--- src/rtl/segment_pkg.sv ---
// Shared types and constants for the multiplexed 7-segment display controller.
// The font is packed 7 bits per glyph, glyph 0 in the low bits.
package segment_pkg;

    typedef enum logic [1:0] {
        IDLE,
        CONVERT,
        COMMIT
    } state_e;

    localparam int unsigned SEG_A  = 0;
    localparam int unsigned SEG_B  = 1;
    localparam int unsigned SEG_C  = 2;
    localparam int unsigned SEG_D  = 3;
    localparam int unsigned SEG_E  = 4;
    localparam int unsigned SEG_F  = 5;
    localparam int unsigned SEG_G  = 6;
    localparam int unsigned SEG_DP = 7;

    localparam int unsigned GLYPH_W = 7;

    // Glyph order, high to low: F E d C b A 9 8 7 6 5 4 3 2 1 0
    localparam logic [16*GLYPH_W-1:0] FONT = {
        7'h71, 7'h79, 7'h5E, 7'h39, 7'h7C, 7'h77, 7'h6F, 7'h7F,
        7'h07, 7'h7D, 7'h6D, 7'h66, 7'h4F, 7'h5B, 7'h06, 7'h3F
    };

    function automatic logic [GLYPH_W-1:0] font_glyph(input logic [3:0] nibble);
        return FONT[{3'b000, nibble} * 7'd7 +: GLYPH_W];
    endfunction

endpackage

--- src/rtl/seg7_encoder.sv ---
// Combinational hex-to-7-segment encoder with blanking and decimal point.
// The decimal point survives blanking so a blanked digit can still show its dp.
module seg7_encoder
    import segment_pkg::*;
(
    input  logic [3:0] nibble_i,
    input  logic       blank_i,
    input  logic       dp_i,
    output logic [7:0] pattern_o
);

    always_comb begin
        pattern_o = '0;
        if (!blank_i) begin
            pattern_o[SEG_G:SEG_A] = font_glyph(nibble_i);
        end
        pattern_o[SEG_DP] = dp_i;
    end

endmodule

--- src/rtl/segment_scan_controller.sv ---
// Scan timebase, PWM brightness gate and value-to-digit-array sequencer for a
// multiplexed 7-segment display. New values become visible only on a scan boundary.
module segment_scan_controller
    import segment_pkg::*;
#(
    parameter int unsigned NUMBER_OF_DIGITS   = 4,
    parameter int unsigned NUMBER_OF_SEGMENTS = 8,
    parameter int unsigned SCAN_DIVIDER       = 1000,
    parameter int unsigned BRIGHTNESS_BITS    = 4
) (
    input  logic                          clock,
    input  logic                          reset_n,
    input  logic                          value_valid,
    output logic                          value_ready,
    input  logic [4*NUMBER_OF_DIGITS-1:0] value_data,
    input  logic [NUMBER_OF_DIGITS-1:0]   dp_mask,
    input  logic                          blank_leading_zeros,
    input  logic [BRIGHTNESS_BITS-1:0]    brightness,
    output logic                          next_segment,
    output logic [NUMBER_OF_SEGMENTS-1:0] digits [0:NUMBER_OF_DIGITS-1],
    output logic                          display_enable
);

    localparam int unsigned D     = NUMBER_OF_DIGITS;
    localparam int unsigned IDX_W = $clog2(NUMBER_OF_DIGITS);
    localparam int unsigned PS_W  = $clog2(SCAN_DIVIDER);
    localparam logic [PS_W-1:0]  PS_LAST   = PS_W'(SCAN_DIVIDER - 1);
    localparam logic [IDX_W-1:0] IDX_FIRST = IDX_W'(NUMBER_OF_DIGITS - 1);

    // Control state
    state_e                       state_q, state_d;
    logic [IDX_W-1:0]             idx_q, idx_d;
    logic                         leading_q, leading_d;
    logic                         value_ready_q, value_ready_d;
    logic [PS_W-1:0]              prescaler_q, prescaler_d;
    logic                         next_segment_q, next_segment_d;
    logic [BRIGHTNESS_BITS-1:0]   pwm_q, pwm_d;
    logic                         display_enable_q, display_enable_d;
    logic [NUMBER_OF_SEGMENTS-1:0] digits_q [0:D-1];

    // Captured value and shadow array
    logic [4*D-1:0]               value_q;
    logic [D-1:0]                 dp_q;
    logic                         blank_q;
    logic [NUMBER_OF_SEGMENTS-1:0] shadow_q [0:D-1];

    logic                         scan_wrap;
    logic                         accept;
    logic                         commit;
    logic [3:0]                   nibble_sel;
    logic                         dp_sel;
    logic                         blank_digit;
    logic [7:0]                   enc_pattern;

    assign scan_wrap = (prescaler_q == PS_LAST);

    always_comb begin
        nibble_sel = '0;
        dp_sel     = 1'b0;
        for (int i = 0; i < int'(D); i++) begin
            if (idx_q == IDX_W'(i)) begin
                nibble_sel = value_q[i*4 +: 4];
                dp_sel     = dp_q[i];
            end
        end
    end

    // Digit 0 always shows, so a zero value still displays a single "0".
    assign blank_digit = blank_q && leading_q && (nibble_sel == 4'h0) && (idx_q != '0);

    seg7_encoder u_encoder (
        .nibble_i  (nibble_sel),
        .blank_i   (blank_digit),
        .dp_i      (dp_sel),
        .pattern_o (enc_pattern)
    );

    always_comb begin
        state_d   = state_q;
        idx_d     = idx_q;
        leading_d = leading_q;
        accept    = 1'b0;
        commit    = 1'b0;

        case (state_q)
            IDLE: begin
                if (value_valid && value_ready_q) begin
                    accept    = 1'b1;
                    idx_d     = IDX_FIRST;
                    leading_d = 1'b1;
                    state_d   = CONVERT;
                end
            end
            CONVERT: begin
                leading_d = blank_digit;
                idx_d     = idx_q - 1'b1;
                if (idx_q == '0) begin
                    state_d = COMMIT;
                end
            end
            COMMIT: begin
                // Aligning with the scan wrap lets the scanner's next sample see the whole new array.
                if (scan_wrap) begin
                    commit  = 1'b1;
                    state_d = IDLE;
                end
            end
            default: begin
                state_d = IDLE;
            end
        endcase

        value_ready_d    = (state_d == IDLE);
        prescaler_d      = scan_wrap ? '0 : prescaler_q + 1'b1;
        next_segment_d   = scan_wrap;
        pwm_d            = pwm_q + 1'b1;
        display_enable_d = (pwm_q < brightness);
    end

    always_ff @(posedge clock or negedge reset_n) begin
        if (!reset_n) begin
            state_q          <= IDLE;
            idx_q            <= '0;
            leading_q        <= 1'b0;
            value_ready_q    <= 1'b0;
            prescaler_q      <= '0;
            next_segment_q   <= 1'b0;
            pwm_q            <= '0;
            display_enable_q <= 1'b0;
        end else begin
            state_q          <= state_d;
            idx_q            <= idx_d;
            leading_q        <= leading_d;
            value_ready_q    <= value_ready_d;
            prescaler_q      <= prescaler_d;
            next_segment_q   <= next_segment_d;
            pwm_q            <= pwm_d;
            display_enable_q <= display_enable_d;
        end
    end

    always_ff @(posedge clock or negedge reset_n) begin
        if (!reset_n) begin
            for (int i = 0; i < int'(D); i++) begin
                digits_q[i] <= '0;
            end
        end else if (commit) begin
            for (int i = 0; i < int'(D); i++) begin
                digits_q[i] <= shadow_q[i];
            end
        end
    end

    always_ff @(posedge clock) begin
        if (accept) begin
            value_q <= value_data;
            dp_q    <= dp_mask;
            blank_q <= blank_leading_zeros;
        end
        if (state_q == CONVERT) begin
            for (int i = 0; i < int'(D); i++) begin
                if (idx_q == IDX_W'(i)) begin
                    shadow_q[i] <= enc_pattern;
                end
            end
        end
    end

    assign value_ready    = value_ready_q;
    assign next_segment   = next_segment_q;
    assign display_enable = display_enable_q;
    assign digits         = digits_q;

endmodule

--- config.mk ---
export PLATFORM = sky130hd
export DESIGN_NAME = segment_scan_controller
export DESIGN_NICKNAME = d
export VERILOG_FILES = /design/src/rtl/segment_pkg.sv /design/src/rtl/seg7_encoder.sv /design/src/rtl/segment_scan_controller.sv
export SDC_FILE = /design/constraint.sdc
export NUM_CORES = 1
export LEC_CHECK = 0
export ABC_AREA = 1
export BUFFER_PORTS_ARGS = -buffer_cell sky130_fd_sc_hd__buf_4
export CELL_PAD_IN_SITES_DETAIL_PLACEMENT = 0
export CELL_PAD_IN_SITES_GLOBAL_PLACEMENT = 2
export CORE_AREA = 3 3 110 112
export CTS_CLUSTER_SIZE = 40
export DETAILED_ROUTE_END_ITERATION = 10
export DIE_AREA = 0 0 113 115
export PLACE_DENSITY = 0.89
export SYNTH_ARGS = -nofsm -noshare
export SYNTH_HDL_FRONTEND = slang
export SYNTH_HIERARCHICAL = 1
export SYNTH_SLANG_ARGS = --single-unit
export TNS_END_PERCENT = 30
--- constraint.sdc ---
create_clock -name clock -period 5.8 [get_ports clock]
set_input_delay 0.58 -clock clock [delete_from_list [all_inputs] [get_ports clock]]
set_output_delay 0.58 -clock clock [all_outputs]
set_load 0.01 [all_outputs]
### After elaboration in Yosys (flattened, before gate mapping)

Memories as Yosys holds them, arrays and structs flattened. A register that Yosys moved wholly into a read port is not among the register bits.
Cells that the tools add are included.

| storage, ports and cells | value |
|---|---|
| flip-flop bits (word level) | 43 |
| memory bits (writable) | 32 |
| input port bits | 28 |
| output and inout port bits | 35 |
| word-level logic and storage cells | 86 |
| memories kept | 1 |

Memories:

| memory | words | width | rd ports | clocked after memory_dff | wr ports | RTL line | RTL |
|---|---|---|---|---|---|---|---|
| shadow_q | 4 | 8 | 4 | 4 | 1 | segment_scan_controller.sv:45 | `logic [NUMBER_OF_SEGMENTS-1:0] shadow_q [0:D-1];` |

| cells by class | value |
|---|---|
| add/subtract/negate cells | 3 |
| $mul | 1 |
| $lt $le $gt $ge | 1 |
| equality and inequality tests | 7 |
| shift operators | 1 |
| muxes and demuxes | 43 |
| reduce and logical (&&, ||, !) cells | 18 |

Operators with widths:

| kind | number |
|---|---|
| indexed part select 112 x 8 -> 7 bit (first input constant) | 1 |
| two-way mux 1 bit | 24 |
| two-way mux 8 bit | 3 |
| OR reduction 8 bit | 3 |
| two-way mux 4 bit | 4 |
| two-way mux 2 bit | 7 |
| adder 10 x 1 -> 10 bit (second input constant) | 1 |
| equality test 10 bit (second input constant) | 1 |
| two-way mux 10 bit | 1 |
| multiplier 4 x 3 -> 7 bit (second input constant) | 1 |
| two-way mux 7 bit | 1 |
| equality test 2 bit (second input constant) | 3 |
| logical NOT 2 bit | 3 |
| one-hot mux 2 bit (3 select lines) | 1 |
| adder 4 x 1 -> 4 bit (second input constant) | 1 |
| equality test 2 x 1 -> 1 bit (second input constant) | 2 |
| logical AND 1 bit | 4 |
| logical NOT 1 bit | 4 |
| logical NOT 4 bit | 1 |
| < comparator 4 bit | 1 |
| one-hot mux 2 bit (2 select lines) | 1 |
| nonzero test 2 bit | 2 |
| != test 2 bit (second input constant) | 1 |
| one-hot mux 1 bit (2 select lines) | 1 |
| other kinds (2) | 2 |

### Longest topological paths before layout

Gate-level depths: netlist of run 1.

| logic depth | value |
|---|---|
| depth in word-level cells | 12 |
| mapped depth | 14 |
| mapped depth without buffers | 14 |

### By module

The synthesis of run 1 kept the hierarchy.

Modules (own cells, without submodules):

| module | times used | cells each | area each (um^2) |
|---|---|---|---|
| segment_scan_controller | 1 | 354 | 4,162.7 |
| seg7_encoder | 1 | 55 | 327.8 |

### Worst setup path after synthesis of run 1

OpenSTA, ideal clock, no wires.

| path | value |
|---|---|
| kind | in2reg |
| start point | in value_valid |
| end point | reg value_ready_q (netlist: value_ready) |
| arrival | 2,659 ps |
| path slack | 3,019 ps |
| stages on the path | 5 |
| path buffers | 0 |
| cells stage by stage | nand2_1 > nor3_1 > nor2_1 > nor2_1 > nor2_1 |

| between the ends | value |
|---|---|
| longest elaborated chain between the ends | 4 |

RTL lines:

| item | RTL line | RTL |
|---|---|---|
| start, declared | segment_scan_controller.sv:13 | `input logic value_valid,` |
| logical AND 1 bit | segment_scan_controller.sv:87 | `if (value_valid && value_ready_q) begin` |
| two-way mux 2 bit | segment_scan_controller.sv:87 |  |
| one-hot mux 2 bit (3 select lines) | segment_scan_controller.sv:85 | `case (state_q)` |
| net state_d[0] | segment_scan_controller.sv:31 | `state_e state_q, state_d;` |
| logical NOT 2 bit | segment_scan_controller.sv:113 | `value_ready_d = (state_d == IDLE);` |
| net value_ready_d | segment_scan_controller.sv:34 | `logic value_ready_q, value_ready_d;` |
| end signal, assigned | segment_scan_controller.sv:134 | `value_ready_q <= value_ready_d;` |
| end, declared | segment_scan_controller.sv:34 |  |

The timed path passes the listed nets, and every way through them passes these cells.
A chain may end at the register's enable or synchronous reset.

### Worst setup path after layout of run 1

| path | value |
|---|---|
| start point | reg idx_q[0] |
| end point | mem shadow_q[2][1] (data pin) |

| between the ends | value |
|---|---|
| longest elaborated chain between the ends | 12 |
| elaborated cells between the ends (all ways) | 26 |
| classes of those cells | mul: 1; eq/ne: 3; shift: 1; mux: 14; reduce/logical: 7 |

RTL lines:

| item | RTL line | RTL |
|---|---|---|
| start, declared | segment_scan_controller.sv:32 | `logic [IDX_W-1:0] idx_q, idx_d;` |
| start signal, assigned | segment_scan_controller.sv:132 | `idx_q <= idx_d;` |
| logical NOT 2 bit | segment_scan_controller.sv:61 | `if (idx_q == IDX_W'(i)) begin` |
| two-way mux 4 bit (3 in series) | segment_scan_controller.sv:61 |  |
| two-way mux 4 bit * | segment_scan_controller.sv:61 |  |
| net nibble_sel[0] | segment_scan_controller.sv:50 | `logic [3:0] nibble_sel;` |
| branches (longest 3 deep; another with multiplier 4 x 3 -> 7 bit) | -- |  |
| two-way mux 7 bit * | seg7_encoder.sv:14 | `if (!blank_i) begin` |
| net enc_pattern[1] | segment_scan_controller.sv:53 | `logic [7:0] enc_pattern;` |
| two-way mux 8 bit (no source line) (2 in series) | -- |  |
| two-way mux 8 bit (no source line) * | -- |  |
| end, declared | segment_scan_controller.sv:45 |  |

Mark *: on every way through the listed nets, which the timed path passes.

==> flow_metrics.tcl, run 1 <==
set metrics [dict create \
    ant_nets 0 \
    path_clk_slew_ps 70 \
    synth_fp_nets 452 \
    via_count 2898 \
    layout_min_cycle_time_ps 2720 \
    yosysSeqAreaShare_pct 65.5 \
    hpwlAfterDp_um 6070 \
    max_slew_margin_pct 47.8 \
    skew_ps 8.09 \
    finalCritPeriodShare_pct 46.8 \
    drtPass1Iterations 4 \
    swShare_pct 34.3 \
    numPortBuffers 62 \
    clk_path_buf_depth 2 \
    die_area_um2 13000 \
    sequentialPowerShare_pct 45.3 \
    syn_inst 409 \
    tightestPinTransition_ps 780 \
    netlist_area_um2 4490 \
    grt_pass1_wl_um 14300 \
    syn_to_final_growth_pct 19.2 \
    met1_length_um 4150 \
    ys_top_cells_by_area "edfxtp_1, dfrtp_1, nand2_1" \
    wl_um 8470 \
    netlist.area_leader.share_pct 35.4 \
    yosys.area.top_type "edfxtp_1" \
    hp-class "primary input to asynchronous set/reset pin" \
    stdcell_count 619 \
    wl_met3_um 355 \
    worstSkewPairLatency_ps 340 \
    place_inst 603 \
    cts_tree "yes" \
    fill_cells 1061 \
    path_common_cell "nand2_1" \
    critPathKind "flip-flop to flip-flop" \
    io_pins 63 \
    design.core.area_um2 11300 \
    highest_layer "met4" \
    post_cts_buffers 0 \
    maxCapViolCount 0 \
    cts-root-buf "clkbuf_16" \
    vdd_ir_drop_max_v 0.000202 \
    tns_ps 0 \
    place_congestion 0.840 \
    cp.required_ps 5860 \
    pre_cts_ws_ps 3110 \
    p_int_mw 1.56 \
    dr_wl_met2_um 3850 \
    place_area_um2 5060 \
    start_kind "flip-flop" \
    rsz0062_at_grt "false" \
    layout-drive-gt1-share_pct 21.4 \
    overflow 0 \
    crit_chain "inv_1 > ha_1 > inv_1 > nor2_1 > nand2_1 > nand2_1 > nand2_1 > nand2_1 > inv_1 > ha_1 > nand3_1 > nand2_1 > a21oi_1" \
    die_y_um 115 \
    grt_max_degree 55 \
    cellPowerDensity_nw_per_um2 444 \
    max_stage_delay_ps 450 \
    grt_use_total_pct 13.9 \
    wl_per_cell_um 13.7 \
    numCtsBuffers 9 \
    htree_levels 3 \
    diodes 0 \
    grt_pass1_vias 2862 \
    status "complete, no violations" \
    hold_violations 0 \
    worstPathArrival_ps 2780 \
    setup_violations 0 \
    ctsResizeCount 0 \
    rows 39 \
    worstPathMaxFanout 6 \
    drc 0 \
    setup_ws_ps 3080 \
    start_util_pct 39.7 \
    synth_cell_types 33 \
    holdBufCountCts 0 \
    slew_violations 0 \
    initialDrtViolationCount 90 \
    fmax_mhz 368 \
    ys_ff_latch 107 \
    fin_area_um2 5350 \
    syn_avg_cell_area_um2 11.0 \
    critPathSlowestCell "a21oi_1" \
    viasPerCell 4.68 \
    die_w_um 113 \
    cts_sinks 107 \
    end_kind "flip-flop" \
    clkPwrFrac_pct 25.4 \
    p_leak_nw 2.60 \
    power_switching_mw 0.816 \
    nets 514 \
    antenna_found_initial 0 \
    yosysWarnings 6 \
    p_comb_share_pct 29.3 \
]
power groups by stage:
stage                     Sequential [mW]  Combinational, mW  Clock [mW]
after global routing                 1.09              0.798       0.660
after global placement               1.09              0.700           0
after detailed placement             1.09              0.700           0
after floorplan                      1.08              0.528           0
after CTS                            1.08              0.700       0.622
final                                1.08              0.695       0.605
worst max-delay path, delay by kind of cell (launching register included):
kind	cells	cell delay (ps)
and+or+nand+nor	7	750
adders and majority gates	2	480
AOI/OAI and AO/OA	1	450
DFF	1	420
buffers and inverters	3	330
through the flow:
step	util, %	hold WS (ps)	power (mW)
after floorplan	-	284	1.61
after global placement	44.7	440	1.79
after detailed placement	44.7	442	1.79
after CTS	47.3	304	2.40
after global routing	47.3	340	2.54
final	47.3	280	2.38
per-layer routing:
layer  vias to the layer above  track usage [%]
met5                         -                0
li1                       1471                -
met1                      1362             19.7
met4                         0             4.57
met3                        10             3.21
met2                        55             21.5
kinds of logic after synthesis:
logic type	share of synthesized area (%)
AND/OR/NAND/NOR	18.1
flip-flops	65.5
AO/OA/AOI/OAI	6.41
buffers and inverters	5.01
adder cells (fa/ha/maj)	4.18
XOR/XNOR	0.780
state kept, by name, summed over array words and instances (netlist names):
signal          cells
blank_q             1
digits             32
display_enable      1
dp_q                4
idx_q               2
leading_q           1
next_segment        1
prescaler_q        10
pwm_q               4
shadow_q           32
state_q             2
value_q            16
value_ready         1
synth_stat cells:
cell type / instances
nand2_1: 102
ha_1: 15
nand3_2: 4
inv_8: 1
o22ai_1: 1
a31oi_1: 1
clkbuf_1: 4
inv_1: 29
buf_8: 1
nand4_1: 1
o21ai_1: 5
nand2_4: 1
edfxtp_1: 53
xnor2_1: 1
nor2_1: 38
nor3_1: 7
nor4_4: 1
xor2_1: 3
buf_4: 1
inv_2: 2
clkbuf_2: 1
dfrtp_1: 54
o21ai_0: 33
a22oi_1: 1
buf_2: 2
and3_1: 1
o21a_1: 1
nor2_8: 1
buf_6: 4
nand2_2: 12
nand3_1: 13
or2_2: 1
a21oi_1: 14
worst paths after layout:
check | start | end | slack (ps) | depth (start not counted)
worst max register to register | idx_q[0] | shadow_q[2][1] | 3080 | 13
max in group asynchronous | reset_n | leading_q | 5060 | 1
worst min-delay path | reset_n | digits[10] | 280 | 1
worst min register to register | shadow_q[2][1] | digits[9] | 450 | 2
min in group clock | value_data[6] | value_q[6] | 410 | 1
worst max-delay path | idx_q[0] | shadow_q[2][1] | 3080 | 13
area by class of cell:
type / instances / area, µm² / share of cell area [%]
clock buffers: 11 / 233 / 4.35
clock inverters: 5 / 61.3 / 1.15
multi-input cells: 257 / 1330 / 24.8
inverters: 32 / 128 / 2.38
flip-flops and latches: 107 / 2940 / 55.0
repair buffers: 64 / 480 / 8.98
well taps: 143 / 179 / 3.34
cell usage in the layout, fill, tap and decap left out, types with 2 or more instances in the layout:
master / netlist / final
nand2_1: 102 / 102
buf_4: 1 / 64
dfrtp_1: 54 / 54
edfxtp_1: 53 / 53
nor2_1: 38 / 38
o21ai_0: 33 / 33
inv_1: 29 / 29
ha_1: 15 / 15
a21oi_1: 14 / 14
nand3_1: 13 / 13
nand2_2: 12 / 12
clkbuf_16: 0 / 9
nor3_1: 7 / 6
o21ai_1: 5 / 5
nand3_2: 4 / 4
xor2_1: 3 / 3
inv_2: 2 / 2
inv_6: 0 / 2
clkbuf_1: 4 / 2
(Power assumes the default switching activity.)
==> run 2: changes to the inputs <==
CORE_AREA = 3 3 121 123   (was 3 3 110 112)
DIE_AREA = 0 0 124 126   (was 0 0 113 115)
PLACE_DENSITY = 0.79   (was 0.89)
clock period = 2.35 ns   (was 5.8 ns; I/O delays follow)
==> run 2 against run 1 <==
Core utilization down 7.1 points. Non-clock buffer count rose by 14. Count of clock-buffer cells in the layout increased by 1. Critical path depth unchanged. Final area up 3.4%. Die area up 20%. Wire length grew 6.6%. Final cell count grew 8.2%.
==> flow_metrics.tcl, run 2 (synthesized netlist as in run 1, its figures left out) <==
set metrics [dict create \
    die_w_um 124 \
    wl_um 9030 \
    die_area_um2 15600 \
    cellPowerDensity_nw_per_um2 1110 \
    whs_path_depth 1 \
    start_util_pct 32.6 \
    path_clk_slew_ps 70 \
    hp-start "blank_leading_zeros" \
    vdd_ir_drop_max_v 0.000662 \
    grt_use_total_pct 12.5 \
    design.core.area_um2 13800 \
    rrSetupSlack_ps 220 \
    via_count 2997 \
    ant_nets 0 \
    drtPass1Iterations 4 \
    status "complete, no violations" \
    viasPerCell 4.47 \
    hold_violations 0 \
    numPortBuffers 62 \
    start_kind "flip-flop" \
    clk_path_buf_depth 2 \
    worstPathMaxFanout 6 \
    startpoint "idx_q[0]" \
    hp-class "primary input to flip-flop" \
    max_slew_margin_pct 54.2 \
    wl_per_cell_um 13.5 \
    htree_levels 3 \
    tns_ps 0 \
    place_congestion 0.813 \
    layout_min_cycle_time_ps 2130 \
    nets 528 \
    layout-drive-gt1-share_pct 26.5 \
    critPathKind "flip-flop to flip-flop" \
    rsz0062_at_grt "false" \
    post_cts_buffers 0 \
    die_y_um 126 \
    syn_to_final_growth_pct 23.3 \
    place_inst 653 \
    grt_max_degree 55 \
    cts_tree "yes" \
    drc 0 \
    cts_sinks 107 \
    grt_pass1_wl_um 15000 \
    hpwlAfterDp_um 6490 \
    multiInputGateArea_um2 1370 \
    finalCritPeriodShare_pct 90.7 \
    fmax_mhz 469 \
    r2r-start "idx_q[0]" \
    cp.required_ps 2460 \
    stdcell_count 670 \
    tightestPinTransition_ps 687 \
    setup_violations 0 \
    skew_ps 7.05 \
    cts-root-buf "clkbuf_16" \
    seq_area_um2 2940 \
    slew_violations 0 \
    whs_ps 64.1 \
    crit_end "shadow_q[2][2]" \
    r2r_cells 13 \
    maxCapViolCount 0 \
    end_kind "flip-flop" \
    r2r_end "shadow_q[2][2]" \
    overflow 0 \
    grt_pass1_vias 3002 \
    layout_commonest_cell "nand2_1" \
    layout_common_cells "nand2_1, buf_4, dfrtp_1" \
    numCtsBuffers 9 \
    worstSkewPairLatency_ps 350 \
    antenna_found_initial 0 \
    diodes 0 \
    rows 43 \
    worstPathArrival_ps 2240 \
    fin_util_pct 40.2 \
    p_leak_nw 2.66 \
    io_pins 63 \
    finalPower_mw 6.12 \
    initialDrtViolationCount 133 \
    fill_cells 1388 \
]
## run 2: cell count changes in the layout (fill, tap and decap cells not counted), sizes merged
cell / change
buf: +13
bufinv: -1
clkbuf: +1
dlygate4sd3: +1
## run 2: what timing repair did
item | in CTS | in global routing
setup endpoints to repair | 0 | 28
hold buffers | 1 | 0
resized for setup | 0 | 17
hold endpoints to repair | 54 | 0
## run 2: critical path, cell delays in order (launching register included)
cell	delay, ps
dfrtp_1	420
inv_1	90
ha_2	210
buf_4	150
a21oi_1	120
nand2_1	70
nand2_1	100
nand2_4	90
inv_2	100
ha_1	200
nand2_1	70
nor2_1	90
nor2_1	50
buf_4	140
## run 2: final cells by class
cell class | count | share of cell area (%)
clock buffers | 12 | 4.45
clock inverters | 4 | 0.610
inverters | 32 | 2.31
well taps | 180 | 4.07
repair buffers | 78 | 10.6
flip-flops and latches | 107 | 53.2
multi-input cells | 257 | 24.8
## run 2: worst min path at each step
stage	slack, ps	endpoint
after floorplan	-60	digits[0]
after global placement	330	digits[19]
after detailed placement	330	digits[19]
after CTS	50	blank_q
after global routing	40	value_q[3]
final	60	blank_q
## run 2: metal layers
metal	up-vias	GRT usage, %	routed length [µm]
met3	9	4.22	458
met5	-	0	0
met1	1424	17.4	4230
met4	0	3.16	89
li1	1497	-	-
met2	67	18.7	4250
## run 2: report_power, final
part,switching [mW],internal (mW),total [mW]
logic,1.32,0.716,2.04
clock network,0.664,0.760,1.42
registers,0.108,2.55,2.66
total,2.10,4.03,6.12
## run 2: through the flow
step                      area (µm²)  setup WS, ps
final                           5540           218
after global routing            5540          19.0
after CTS                       5490          2.36
after detailed placement        5200          23.1
after global placement          5200          75.3
after floorplan                 4500           300
